==> src/rtl/mem_stage_ctrl.sv <==
// MEM-stage load/store sequencer; MEM_TIMEOUT_EN adds a request-timeout abort with a sticky memErr.
// Latency: 1 cycle to WB registers for ALU ops and zero-wait accesses, otherwise until the memAck edge.
// Backpressure: stallMEM freezes the upstream pipeline combinationally while a request waits for memAck.
module mem_stage_ctrl #(
    parameter int TIMEOUT_CYCLES = 16,
    parameter int CNT_W          = 5
) (
    input  logic       clk,
    input  logic       rst,
    input  logic       memReadMEM,
    input  logic       memWriteMEM,
    input  logic       memToRegMEM,
    input  logic       regWriteMEM,
    input  logic [7:0] aluResMEM,
    input  logic [7:0] writeDataMEM,
    input  logic [2:0] rdMEM,
    output logic       memReq,
    output logic       memWe,
    output logic [7:0] memAddr,
    output logic [7:0] memWdata,
    input  logic [7:0] memRdata,
    input  logic       memAck,
    output logic       stallMEM,
    output logic       memToRegWB,
    output logic       regWriteWB,
    output logic [7:0] aluResWB,
    output logic [7:0] readDataWB,
    output logic [2:0] rdWB,
    output logic       memErr
);

    typedef enum logic {
        IDLE = 1'b0,
        WAIT = 1'b1
    } state_t;

    if ((TIMEOUT_CYCLES >> CNT_W) != 0) begin : gCntTooNarrow
        $error("CNT_W too narrow to hold TIMEOUT_CYCLES");
    end

    state_t state;
    logic   access;
    logic   isRead;
    logic   abort;

    assign access   = memReadMEM | memWriteMEM;
    // A simultaneous read+write is executed as a store, so no load data is captured.
    assign isRead   = memReadMEM & ~memWriteMEM;
    assign memReq   = rst & ((state == WAIT) | access);
    assign memWe    = memWriteMEM;
    assign memAddr  = aluResMEM;
    assign memWdata = writeDataMEM;
    assign stallMEM = memReq & ~memAck & ~abort;

`ifdef MEM_TIMEOUT_EN
    logic [CNT_W-1:0] waitCnt;

    // waitCnt holds the number of earlier unacknowledged request cycles of this transfer.
    assign abort = rst & (state == WAIT) & ~memAck & (waitCnt == CNT_W'(TIMEOUT_CYCLES - 1));

    always_ff @(posedge clk or negedge rst) begin
        if (!rst) begin
            waitCnt <= '0;
            memErr  <= 1'b0;
        end else begin
            waitCnt <= stallMEM ? waitCnt + 1'b1 : '0;
            if (abort) begin
                memErr <= 1'b1;
            end
        end
    end
`else
    assign abort  = 1'b0;
    assign memErr = 1'b0;
`endif

    always_ff @(posedge clk or negedge rst) begin
        if (!rst) begin
            state      <= IDLE;
            memToRegWB <= 1'b0;
            regWriteWB <= 1'b0;
            aluResWB   <= '0;
            readDataWB <= '0;
            rdWB       <= '0;
        end else if (stallMEM) begin
            // Bubble into write-back while the access is outstanding.
            state      <= WAIT;
            memToRegWB <= 1'b0;
            regWriteWB <= 1'b0;
        end else if (abort) begin
            state      <= IDLE;
            memToRegWB <= 1'b0;
            regWriteWB <= 1'b0;
            readDataWB <= 8'hFF;
        end else begin
            state      <= IDLE;
            memToRegWB <= memToRegMEM;
            regWriteWB <= regWriteMEM;
            aluResWB   <= aluResMEM;
            rdWB       <= rdMEM;
            if (memReq && memAck && isRead) begin
                readDataWB <= memRdata;
            end
        end
    end

endmodule

==> config.mk <==
export PLATFORM = sky130hd
export DESIGN_NAME = mem_stage_ctrl
export DESIGN_NICKNAME = d
export VERILOG_FILES = /design/src/rtl/mem_stage_ctrl.sv
export SDC_FILE = /design/constraint.sdc
export NUM_CORES = 1
export LEC_CHECK = 0
export ABC_AREA = 1
export BUFFER_PORTS_ARGS = -buffer_cell sky130_fd_sc_hd__buf_2
export CAP_MARGIN = 20
export CORE_ASPECT_RATIO = 0.7
export CORE_MARGIN = 5
export CORE_UTILIZATION = 36
export CTS_CLUSTER_DIAMETER = 80
export DETAILED_ROUTE_END_ITERATION = 8
export PLACE_DENSITY = 0.85
export SETUP_SLACK_MARGIN = 0.02
export SYNTH_ARGS = -nofsm -noshare
export SYNTH_HDL_FRONTEND = slang
export SYNTH_SLANG_ARGS = --single-unit
==> constraint.sdc <==
create_clock -name clk -period 0.8 [get_ports clk]
set_input_delay 0.08 -clock clk [delete_from_list [all_inputs] [get_ports clk]]
set_output_delay 0.08 -clock clk [all_outputs]
set_load 0.02 [all_outputs]
## Word-level counts from Yosys, hierarchy flattened

Index checks and enable logic that the tools add are counted.

| word-level totals | value |
|---|---|
| flip-flop bits (word level) | 22 |
| bits of input ports | 34 |
| output and inout port bits | 41 |

| cells by class | value |
|---|---|
| reduce and logical (&&, ||, !) cells | 3 |
| bitwise gates (word level) | 8 |
| mux-type cells | 3 |

Operators with widths:

| kind | number |
|---|---|
| AND 1 bit | 3 |
| two-way mux 1 bit | 3 |
| inverter 1 bit | 3 |
| logical AND 1 bit | 2 |
| OR 1 bit | 2 |
| AND reduction 2 bit | 1 |

## Longest topological paths before layout

| logic depth | value |
|---|---|
| depth after elaboration | 6 |
| gate-level depth with buffers | 6 |
| depth with buffers taken out | 5 |

## Least setup slack after synthesis

Ideal clock, no wire load.

| timing | value |
|---|---|
| kind | reg-to-reg |
| from | reg state |
| to | reg state |
| data arrival time | 0.786 ns |
| setup slack | -0.136 ns |
| clock period less this slack | 0.936 ns |
| data required time | 0.650 ns |
| stages on the path, launching flop included | 6 |
| path through | dfrtp_1 inv_1 nand2_2 nand3_2 buf_6 inv_1 |

| between the ends | value |
|---|---|
| cells in the longest elaborated chain, start to end | 4 |

RTL lines:

| what | RTL line | RTL |
|---|---|---|
| start, declared | 41 | `state_t state;` |
| start signal, assigned | 79 | `state <= IDLE;` |
| start signal, assigned | 87 | `state <= WAIT;` |
| start signal, assigned | 91 | `state <= IDLE;` |
| OR 1 bit | 49 | `assign memReq = rst & ((state == WAIT) \| access);` |
| AND 1 bit | 49 |  |
| AND 1 bit | 53 | `assign stallMEM = memReq & ~memAck & ~abort;` |
| net stallMEM | 23 | `output logic stallMEM,` |
| two-way mux 1 bit | 85 | `end else if (stallMEM) begin` |

The timed path passes the listed nets, and every way through them passes these cells.
A chain may end at the register's enable or synchronous reset.

## Final worst setup path

| timing | value |
|---|---|
| from | reg state |
| to | out stallMEM |

| between the ends | value |
|---|---|
| cells in the longest elaborated chain, start to end | 3 |

RTL lines:

| what | RTL line |
|---|---|
| OR 1 bit | 49 |
| AND 1 bit | 49 |
| AND 1 bit | 53 |
| end, declared | 23 |

Every way passes these cells.

==> flow_metrics.tcl <==
set metrics [dict create \
    clock_skew_ps 2.91 \
    ctsRootBufferMaster "clkbuf_8" \
    async_flop_share 1.00 \
    wl_per_cell_um 12.6 \
    core_area_mm2 0.00284 \
    cts_tree "done" \
    criticalPathCategory "register to output pin" \
    synthFlopType "dfrtp_1" \
    hold_viol 0 \
    drtIter0Drc 28 \
    design.die.area_mm2 0.00424 \
    dr.pass1.iters 4 \
    worst-r2r-setup-slack_ps -280 \
    power.density_mw_per_mm2 1870 \
    syn-cell-area_mm2 0.00109 \
    ios 75 \
    area_delta_synth_final_pct 58.3 \
    rsz0062_at_grt "true" \
    dpl.hpwl_um 1930 \
    post_drt_via_cell_ratio 4.41 \
    finalSetupViolCount 37 \
    violations "setup timing" \
    r2r_end "aluResWB[2]" \
    vias 974 \
    ant_nets 0 \
    ys_seq_area_frac 0.506 \
    grt_pass1_wl_um 4510 \
    grt_use_total 0.134 \
    synth_common_cells "33 x nand2_1, 22 x dfrtp_1, 18 x buf_4" \
    maxSlewViolCount 0 \
    num_rows 16 \
    hold_path.class "primary input to register" \
    cts.reportedPaths.clkPinSlew_ps 80 \
    fillCellCount 243 \
    finalSetupTns_ps -5310 \
    yosys_register_bits 22 \
    yosys.area.top_type "dfrtp_1" \
    seqCellArea_um2 551 \
    total_leakage_power_nw 0.962 \
    grt.overflow.total 0 \
    synth.top_cell.area_share 0.506 \
    cts_buffers 3 \
    synthCells 117 \
    synth_edf_count 0 \
    post-route-period-util 1.37 \
    max_freq_mhz 914 \
    multi_input_area_um2 330 \
    drv_cap 0 \
    grt_max_degree 17 \
    synth_fp_nets 151 \
    reg2reg_from "state" \
    clock-sinks 22 \
    synth_most_common_cell "nand2_1" \
    antenna_found_initial 0 \
    drcViolationCount 0 \
    r2r_cells 7 \
    cp_data_arrival_time_ps 1010 \
    min_period_ps 1090 \
    clock_path_buffers 2 \
    hold-path-endpoint "memToRegWB" \
    start_util 0.382 \
    critPathRequiredTime_ps 720 \
    first_global_vias 1003 \
    synth_area_leaders "dfrtp_1 51%, buf_4 12%, nand2_1 11%" \
    gp_congestion 0.725 \
    cp-start-kind "register" \
    drt-total-wl_um 2780 \
    worst_slack_ps -294 \
    ir_drop_mv 0.934 \
    end_kind "output pin" \
    status "finished with violations" \
    htree_levels 1 \
    min_from "memToRegMEM" \
    power_mw 3.23 \
    io_buffer_count 57 \
    drive_gt1_frac 0.573 \
    crit_fanout 4 \
    n_antenna_cell 0 \
    insertion_delay_ps 260 \
    die_w_um 75.7 \
    dieHeight_um 56.0 \
    hold_depth 3 \
    syn-mean-instance-area_um2 9.29 \
    yosysWarnings 0 \
    ys_types 13 \
    num-nets-final 220 \
]
==> logic make-up (layout without fill, tap and decap cells) <==
kind of cell	after synthesis	in the layout	synth area share
other	1	1	0.00345
and+or+nand+nor	48	48	0.215
buffers and inverters	38	106	0.211
DFF	22	22	0.506
AOI/OAI and AO/OA	8	8	0.0644
==> cell usage in the layout, fill, tap and decap left out, types with 7 or more instances in the layout <==
cell and instances:
inv_1 13, dfrtp_1 22, buf_4 23, o21ai_2 8, buf_6 25, buf_2 34
nand2_2 7, nand2_1 27, nand4_1 11
==> where the power goes <==
part | switching, mW | internal [mW] | leakage (nW) | total (mW)
clock network | 0.350 | 0.438 | 0.0288 | 0.788
logic | 0.522 | 0.576 | 0.664 | 1.10
registers | 0.0964 | 1.24 | 0.269 | 1.34
total | 0.968 | 2.26 | 0.962 | 3.23
==> worst max path at each step <==
stage | start | end | slack (ps) | depth (start not counted)
3_3_place_gp | state | aluResWB[1] | -110 | 6
2_1_floorplan | state | state | -130 | 5
6_report | state | stallMEM | -290 | 5
4_1_cts | state | stallMEM | -300 | 5
5_1_grt | state | memReq | -360 | 5
3_5_place_dp | state | rdWB[2] | -120 | 6
==> state kept, by name, summed over array words and instances, names as in the netlist <==
name	count
aluResWB	8
readDataWB	8
rdWB	3
memToRegWB	1
regWriteWB	1
state	1
==> metal layers <==
metal	vias up	track usage	share of wire
li1	485	-	-
met1	453	0.174	0.41
met2	36	0.223	0.50
met3	0	0.0487	0.083
met4	0	0.00748	0
met5	-	0	0
==> area by class of cell <==
class                   instances  area share
well taps                      36      0.0262
multi-input cells              57       0.192
flip-flops and latches         22       0.320
repair buffers                 87       0.398
clock buffers                   4      0.0320
inverters                      15      0.0327
==> worst max-delay path: stages (launching register included) <==
cell and delay, ps:
dfrtp_1 360, inv_1 60, nand2_2 90, nand3_4 80
inv_2 40, buf_6 120
==> per-stage QoR <==
step                instance area [um^2]  cells  setup slack (ps)  hold WS (ps)  utilization
finish                              1720    221              -294          8.09        0.606
global route                        1720    221              -361          12.0        0.606
CTS                                 1660    215              -298          3.43        0.583
detailed placement                  1350    198              -124           136        0.474
global placement                    1350    198              -114           137        0.474
floorplan                           1090    117              -128          -216            -
==> what timing repair did <==
action	in CTS	in global routing
endpoints found under the hold margin	23	0
setup endpoints to repair	36	39
pin swaps	1	1
gates resized for setup	48	7
hold buffers	4	0
buffers inserted	9	6
No activity file was read; power rests on OpenSTA's default activity.
